===== src/rtl/write_responder.sv =====
// write_responder: memory-side end of the solver write port. Captures arbitrator writes
// with a write_en/ack handshake, buffers them, and drains them in order to an Avalon-MM master.
module write_responder #(
  parameter int FIFO_DEPTH = 4,
  parameter int ADDR_W     = 32,
  parameter int DATA_W     = 16
) (
  input  logic                          clock,
  input  logic                          reset,
  input  logic [DATA_W-1:0]             in_data,
  input  logic [ADDR_W-1:0]             in_addr,
  input  logic                          in_write_en,
  output logic                          in_ack,
  output logic [ADDR_W-1:0]             out_address,
  output logic [DATA_W-1:0]             out_writedata,
  output logic [DATA_W/8-1:0]           out_byteenable,
  output logic                          out_write,
  input  logic                          out_waitrequest,
  output logic [$clog2(FIFO_DEPTH):0]   fifo_count,
  output logic                          idle
);

  localparam int PTR_W = $clog2(FIFO_DEPTH);
  localparam logic [PTR_W:0] FULL_COUNT = (PTR_W + 1)'(FIFO_DEPTH);

  logic [ADDR_W-1:0] addr_mem [FIFO_DEPTH];
  logic [DATA_W-1:0] data_mem [FIFO_DEPTH];
  logic [PTR_W-1:0]  wr_ptr;
  logic [PTR_W-1:0]  rd_ptr;
  logic              push;
  logic              pop;
  logic              advance;

  // The ack cycle blocks a second capture of the request the arbitrator is still holding,
  // and fullness ignores a same-edge pop so acceptance never depends on the master side.
  assign push    = in_write_en && !in_ack && (fifo_count < FULL_COUNT);
  assign advance = !out_write || !out_waitrequest;
  assign pop     = advance && (fifo_count != '0);

  assign out_byteenable = {(DATA_W/8){out_write}};
  assign idle           = (fifo_count == '0) && !out_write && !in_ack;

  always_ff @(posedge clock) begin
    if (push) begin
      addr_mem[wr_ptr] <= in_addr;
      data_mem[wr_ptr] <= in_data;
    end
  end

  always_ff @(posedge clock or negedge reset) begin
    if (!reset) begin
      wr_ptr     <= '0;
      rd_ptr     <= '0;
      fifo_count <= '0;
      in_ack     <= 1'b0;
    end else begin
      in_ack <= push;
      if (push) begin
        wr_ptr <= wr_ptr + PTR_W'(1);
      end
      if (pop) begin
        rd_ptr <= rd_ptr + PTR_W'(1);
      end
      if (push && !pop) begin
        fifo_count <= fifo_count + 1'b1;
      end else if (pop && !push) begin
        fifo_count <= fifo_count - 1'b1;
      end
    end
  end

  // Output register holds its transfer stable while the slave stalls.
  always_ff @(posedge clock or negedge reset) begin
    if (!reset) begin
      out_write     <= 1'b0;
      out_address   <= '0;
      out_writedata <= '0;
    end else if (advance) begin
      out_write <= pop;
      if (pop) begin
        out_address   <= addr_mem[rd_ptr];
        out_writedata <= data_mem[rd_ptr];
      end
    end
  end

endmodule


===== config.mk =====
export PLATFORM = sky130hd
export DESIGN_NAME = write_responder
export DESIGN_NICKNAME = d
export VERILOG_FILES = /design/src/rtl/write_responder.sv
export SDC_FILE = /design/constraint.sdc
export NUM_CORES = 1
export LEC_CHECK = 0
export CORE_MARGIN = 10
export CORE_UTILIZATION = 40
export CTS_CLUSTER_SIZE = 25
export DETAILED_ROUTE_END_ITERATION = 10
export PLACE_DENSITY = 0.62
export SLEW_MARGIN = 20
export SYNTH_ARGS = -nofsm -noshare
export SYNTH_HDL_FRONTEND = slang
export SYNTH_SLANG_ARGS = --single-unit

===== constraint.sdc =====
create_clock -name clock -period 2.97 [get_ports clock]
set_clock_uncertainty 0.15 [all_clocks]
set_input_delay 0.297 -clock clock [delete_from_list [all_inputs] [get_ports clock]]
set_output_delay 0.297 -clock clock [all_outputs]
set_load 0.01 [all_outputs]

# Word-level counts from Yosys, hierarchy flattened
# Memory sizes are Yosys's and may differ from the RTL's. A register that Yosys moved wholly into a read port is not among the register bits.
# Index checks and enable logic that the tools add are counted.
# op_classes
add_sub_neg,4
order_cmp,1
muxes,4
n_reduce_logical,19
# ops
cell,count
1-bit logical AND,7
1-bit logical NOT,7
3-bit 2-to-1 mux,2
2-bit by 1-bit adder with 2-bit output (second input constant),2
3-bit by 1-bit adder with 3-bit output (second input constant),1
3-bit logical NOT,1
3-bit < comparator (second input constant),1
3-bit nonzero test,1
3-bit by 1-bit subtractor with 3-bit output (second input constant),1
1-bit 2-to-1 mux,2
2-bit AND reduction,1
2-bit nonzero test,1
1-bit logical OR,1
# totals
register_bits,9
ramBits,192
out_inout_bits,56
word_cells,35
memories,2
# memory_table
memory,depth,width,rd,rd_clocked_by_memory_dff,wr,line,text
addr_mem,4,32,1,1,1,26,logic [ADDR_W-1:0] addr_mem [FIFO_DEPTH];
data_mem,4,16,1,1,1,27,logic [DATA_W-1:0] data_mem [FIFO_DEPTH];

# Logic depth before layout (Yosys ltp)
# depth
depth_word,7
mapped_depth,9
depth_no_buf,8

# Least setup slack after synthesis
# Ideal clock, no wire load.
# synth_timing
path_type,reg2reg
from,register fifo_count[2]
to,memory addr_mem[0][0] (enable)
setup_time_ps,410
t_arrival_ps,2040
path_slack_ps,369
stages_incl_launch_ff,3
synth_period_minus_slack_ps,2601
cell_sequence,dfrtp_1 > nor3b_2 > and2_1
# synth_between
elab_chain_cells,4
# synth_rtl
element,line,text
from (decl),19,"output logic [$clog2(FIFO_DEPTH):0] fifo_count,"
from (signal assigned),65,fifo_count <= fifo_count + 1'b1;
from (signal assigned),67,fifo_count <= fifo_count - 1'b1;
3-bit < comparator,36,assign push = in_write_en && !in_ack && (fifo_count < FULL_COUNT);
1-bit logical AND,36,
via push,30,logic push;
1-bit 2-to-1 mux,44,if (push) begin
1-bit 2-to-1 mux (implied by the code),45,addr_mem[wr_ptr] <= in_addr;
to (decl),26,
# The timed path passes the listed nets, and every way through them passes these cells.

# Worst setup path in the final report
# layout_timing
from,register fifo_count[0]
to,output idle
# layout_between
elab_chain_cells,3
# layout_rtl
element,line,text
3-bit logical NOT,41,assign idle = (fifo_count == '0) && !out_write && !in_ack;
1-bit logical AND (2 in series),41,
to (decl),20,output logic idle
# Every way passes these cells.

==> results summary <==
The flow ran to the end, and the final reports show no timing, DRC or antenna violations. The number of buffers created by CTS came out at 26. The worst setup slack for register-to-register paths is 0.66 ns.

The share of synthesized registers carrying an async set or reset came out at 22.9%. The number of register bits inferred by synthesis is 249. The final count of negative-setup-slack endpoints is 0. TritonCTS built the clock tree. The CTS clock-pin slew for the worst setup and hold paths came out at 0.06 ns. The maximum number of pins on one net before global-route repair came out at 58.

The number of diodes is 0. The number of setup buffers added after CTS is 0. Summed over all failing endpoints, the final setup total negative slack is 0 ns. After global routing the overflow that remains totals 0. The residual antenna-violating net count after detailed routing came out at 0. The launch point of the critical path is fifo_count[0]$_DFFE_PN0P_.

The kind of capture point of the worst setup path is a primary output. The starting density of the core came out at 40.7%. In this run the worst hold path is classified as in -> reg. In this run the cell area measured after placement is 10600 um^2. The number of antenna violations at the first check in global routing came out at 2. The maximum clock path buffer count came out at 3. By startpoint and endpoint, the worst setup path is classified as reg -> out. The worst-case setup margin in the final layout is 0.397 ns. In the synthesized netlist the dominant register cell turns out to be sky130_fd_sc_hd__edfxtp_1. The global-route wire length before repair is 27300 um. The fmax came out at 0.389 GHz.

The global routing usage summed across all routing layers came out at 12.0%. The final HPWL from detailed placement came out at 10400 um. The required time of the critical path came out at 2.52 ns. Detailed routing inserted a total of 4209 vias.

The clock latency reported for the late side of the worst-skew pair came out at 0.51 ns. Buffers inserted to repair hold after CTS numbered 1. The ratio of cells with drive above 1 in the final layout came out at 29.0%. The worst relative slew slack is 43.6%.

After layout, the worst path uses 86.6% of the clock period. CTS placed an instance of sky130_fd_sc_hd__clkbuf_16 at the clock tree root. The share of the yosys chip area belonging to registers is 78.1%. The maximum vdd ir drop came out at 0.759 mV. The number of global-route vias before repair came out at 4788.

The synthesized net count came out at 451. The launch point of the worst hold path is out_waitrequest. The count of pins over their slew limit was 0. The total of cells resized after clock tree synthesis came out at 0.

The CTS H-tree depth came out at 1. The number of hold violations in the final report came to 0. The CTS sink count is 249.

The die boundary height came out at 172 um. During placement, the flow inserted port buffers numbering 107. The worst hold path passes through 3 cells. The row count is 55. The first detailed-routing pass took 4 iterations. In this run, distinct cell masters in the synthesized netlist total 23. During synthesis, Yosys emitted a total of 0 warnings. The count of non-filler cells in the finished layout came out at 829. For hold timing, the worst endpoint is out_write$_DFFE_PN0P_. The cell leakage power is 3.94 nW. The power per cell area came out at 999 nW/um^2.

The highest fanout seen on the critical path is 4. The number of cells on the worst reg-to-reg path came out at 4. The total placed cells including tap cells is 780. Relative to the synthesized area, the layout overhead comes to 24.9%.

Setup repair after global routing left no endpoint under its margin. At the end of routability-driven placement, the weighted congestion stood at 0.724. The die is 172 um wide. The placeable core region came out at 22600 um^2. Leaving out fill and tap cells, the most frequent cell in the layout is sky130_fd_sc_hd__edfxtp_1. The die covers 29500 um^2. The critical path data arrival time came out at 2.13 ns.

The DRC violation count after routing came out at 0. In this run the critical register-to-register path is launched from fifo_count[0]$_DFFE_PN0P_. The final wirelength came out at 17400 um.

The number of DRC markers after the initial detailed-route iteration came out at 206. Timing analysis after detailed placement gives a worst setup slack of 0.530 ns. The endpoint identified for the worst register-to-register timing path is out_address[25]$_DFFE_PN0P_.

The number of max-capacitance violations reported is 0. The final critical delay including setup and external delays came out at 2.57 ns. The count of mapped cells out of synthesis is 393. STA classifies the critical path startpoint as a flop. The combined area of all synthesized cells came out at 9210 um^2. The library cells used most frequently in the layout, excluding fill and tap cells, are sky130_fd_sc_hd__edfxtp_1, sky130_fd_sc_hd__clkdlybuf4s50_1, sky130_fd_sc_hd__dfrtp_1.

The average routed wire per standard cell is 21.0 um. Using the TritonRoute via totals, the vias-per-cell ratio works out to 5.08. The count of flip-flops with a built-in enable after synthesis came out at 192. The final instance area is 11500 um^2.

The number of nets in the finished design is 582. The post-synthesis average cell area is 23.4 um^2. The actual slew at the worst max-slew pin is 0.846 ns. For this design the top-level I/O count stands at 108.
## worst max path at each step
stage                                endpoint  slack [ns]  cells past startpoint
global placement    fifo_count[2]$_DFFE_PN0P_        0.66                      9
CTS                                      idle        0.37                      3
global route                             idle        0.31                      3
detailed placement  fifo_count[2]$_DFFE_PN0P_        0.53                      9
finish                                   idle        0.40                      3
floorplan            addr_mem[0][0]$_DFFE_PP_        0.37                      2
## sequential cells by signal, indices dropped and copies added, names as in the netlist
signal	flops
addr_mem	128
fifo_count	3
wr_ptr	2
rd_ptr	2
out_write	1
out_address	32
out_writedata	16
in_ack	1
data_mem	64
## per-layer routing
metal	up-vias	track usage (%)	share of wire, %
met2	101	20.1	49
li1	1852	-	-
met5	-	0	0.17
met4	4	3.00	1.3
met1	2223	15.0	42
met3	29	3.62	6.9
## cells by family after synthesis
| group | Yosys count | synth area share [%] |
|---|---|---|
| AOI/OAI and AO/OA | 1 | 0.0543 |
| xor gates and xnor gates | 6 | 0.570 |
| adders and majority gates | 6 | 0.896 |
| buffers and inverters | 21 | 1.86 |
| DFF | 249 | 78.1 |
| muxes | 97 | 17.7 |
| and+or+nand+nor | 13 | 0.842 |
## synthesized netlist by cell type, types with 2 or more instances
cell	count	area (um^2)
sky130_fd_sc_hd__mux2_2	49	552
sky130_fd_sc_hd__inv_1	3	11.3
sky130_fd_sc_hd__mux4_2	48	1080
sky130_fd_sc_hd__dfrtp_1	57	1430
sky130_fd_sc_hd__edfxtp_1	192	5770
sky130_fd_sc_hd__and2_1	4	25.0
sky130_fd_sc_hd__xor2_1	2	17.5
sky130_fd_sc_hd__buf_2	2	10.0
sky130_fd_sc_hd__xnor2_1	4	35.0
sky130_fd_sc_hd__buf_6	11	124
sky130_fd_sc_hd__ha_1	5	62.6
sky130_fd_sc_hd__clkbuf_1	3	11.3
sky130_fd_sc_hd__nand2_1	2	7.51
sky130_fd_sc_hd__buf_4	2	15.0
## through the flow
step / util (%) / hold slack, ns / total power, mW
6_report: 50.8 / 0.261 / 11.5
5_1_grt: 50.8 / 0.256 / 12.1
4_1_cts: 50.8 / 0.235 / 11.7
3_5_place_dp: 46.9 / 0.309 / 8.36
3_3_place_gp: 46.9 / 0.306 / 8.27
2_1_floorplan: - / -0.149 / 6.97
## critical path: stages (launching register included)
cell and delay, ns:
sky130_fd_sc_hd__dfrtp_1 0.43, sky130_fd_sc_hd__or3_1 0.46, sky130_fd_sc_hd__nor3_1 0.15, sky130_fd_sc_hd__clkdlybuf4s50_1 0.58
## power by group
part	internal, mW	leakage [nW]	switching [mW]
clock	2.02	0.428	1.31
sequential	4.53	2.41	0.426
combinational	1.90	1.11	1.31
## cell type report
type	instances	area [um^2]
Fill cell	1778	11100
Sequential cell	249	7200
Multi-Input combinational cell	123	1860
Timing Repair Buffer	121	1200
Clock buffer	31	691
Tap cell	285	357
Clock inverter	17	200
Inverter	3	11.3
(Power assumes the default switching activity.)
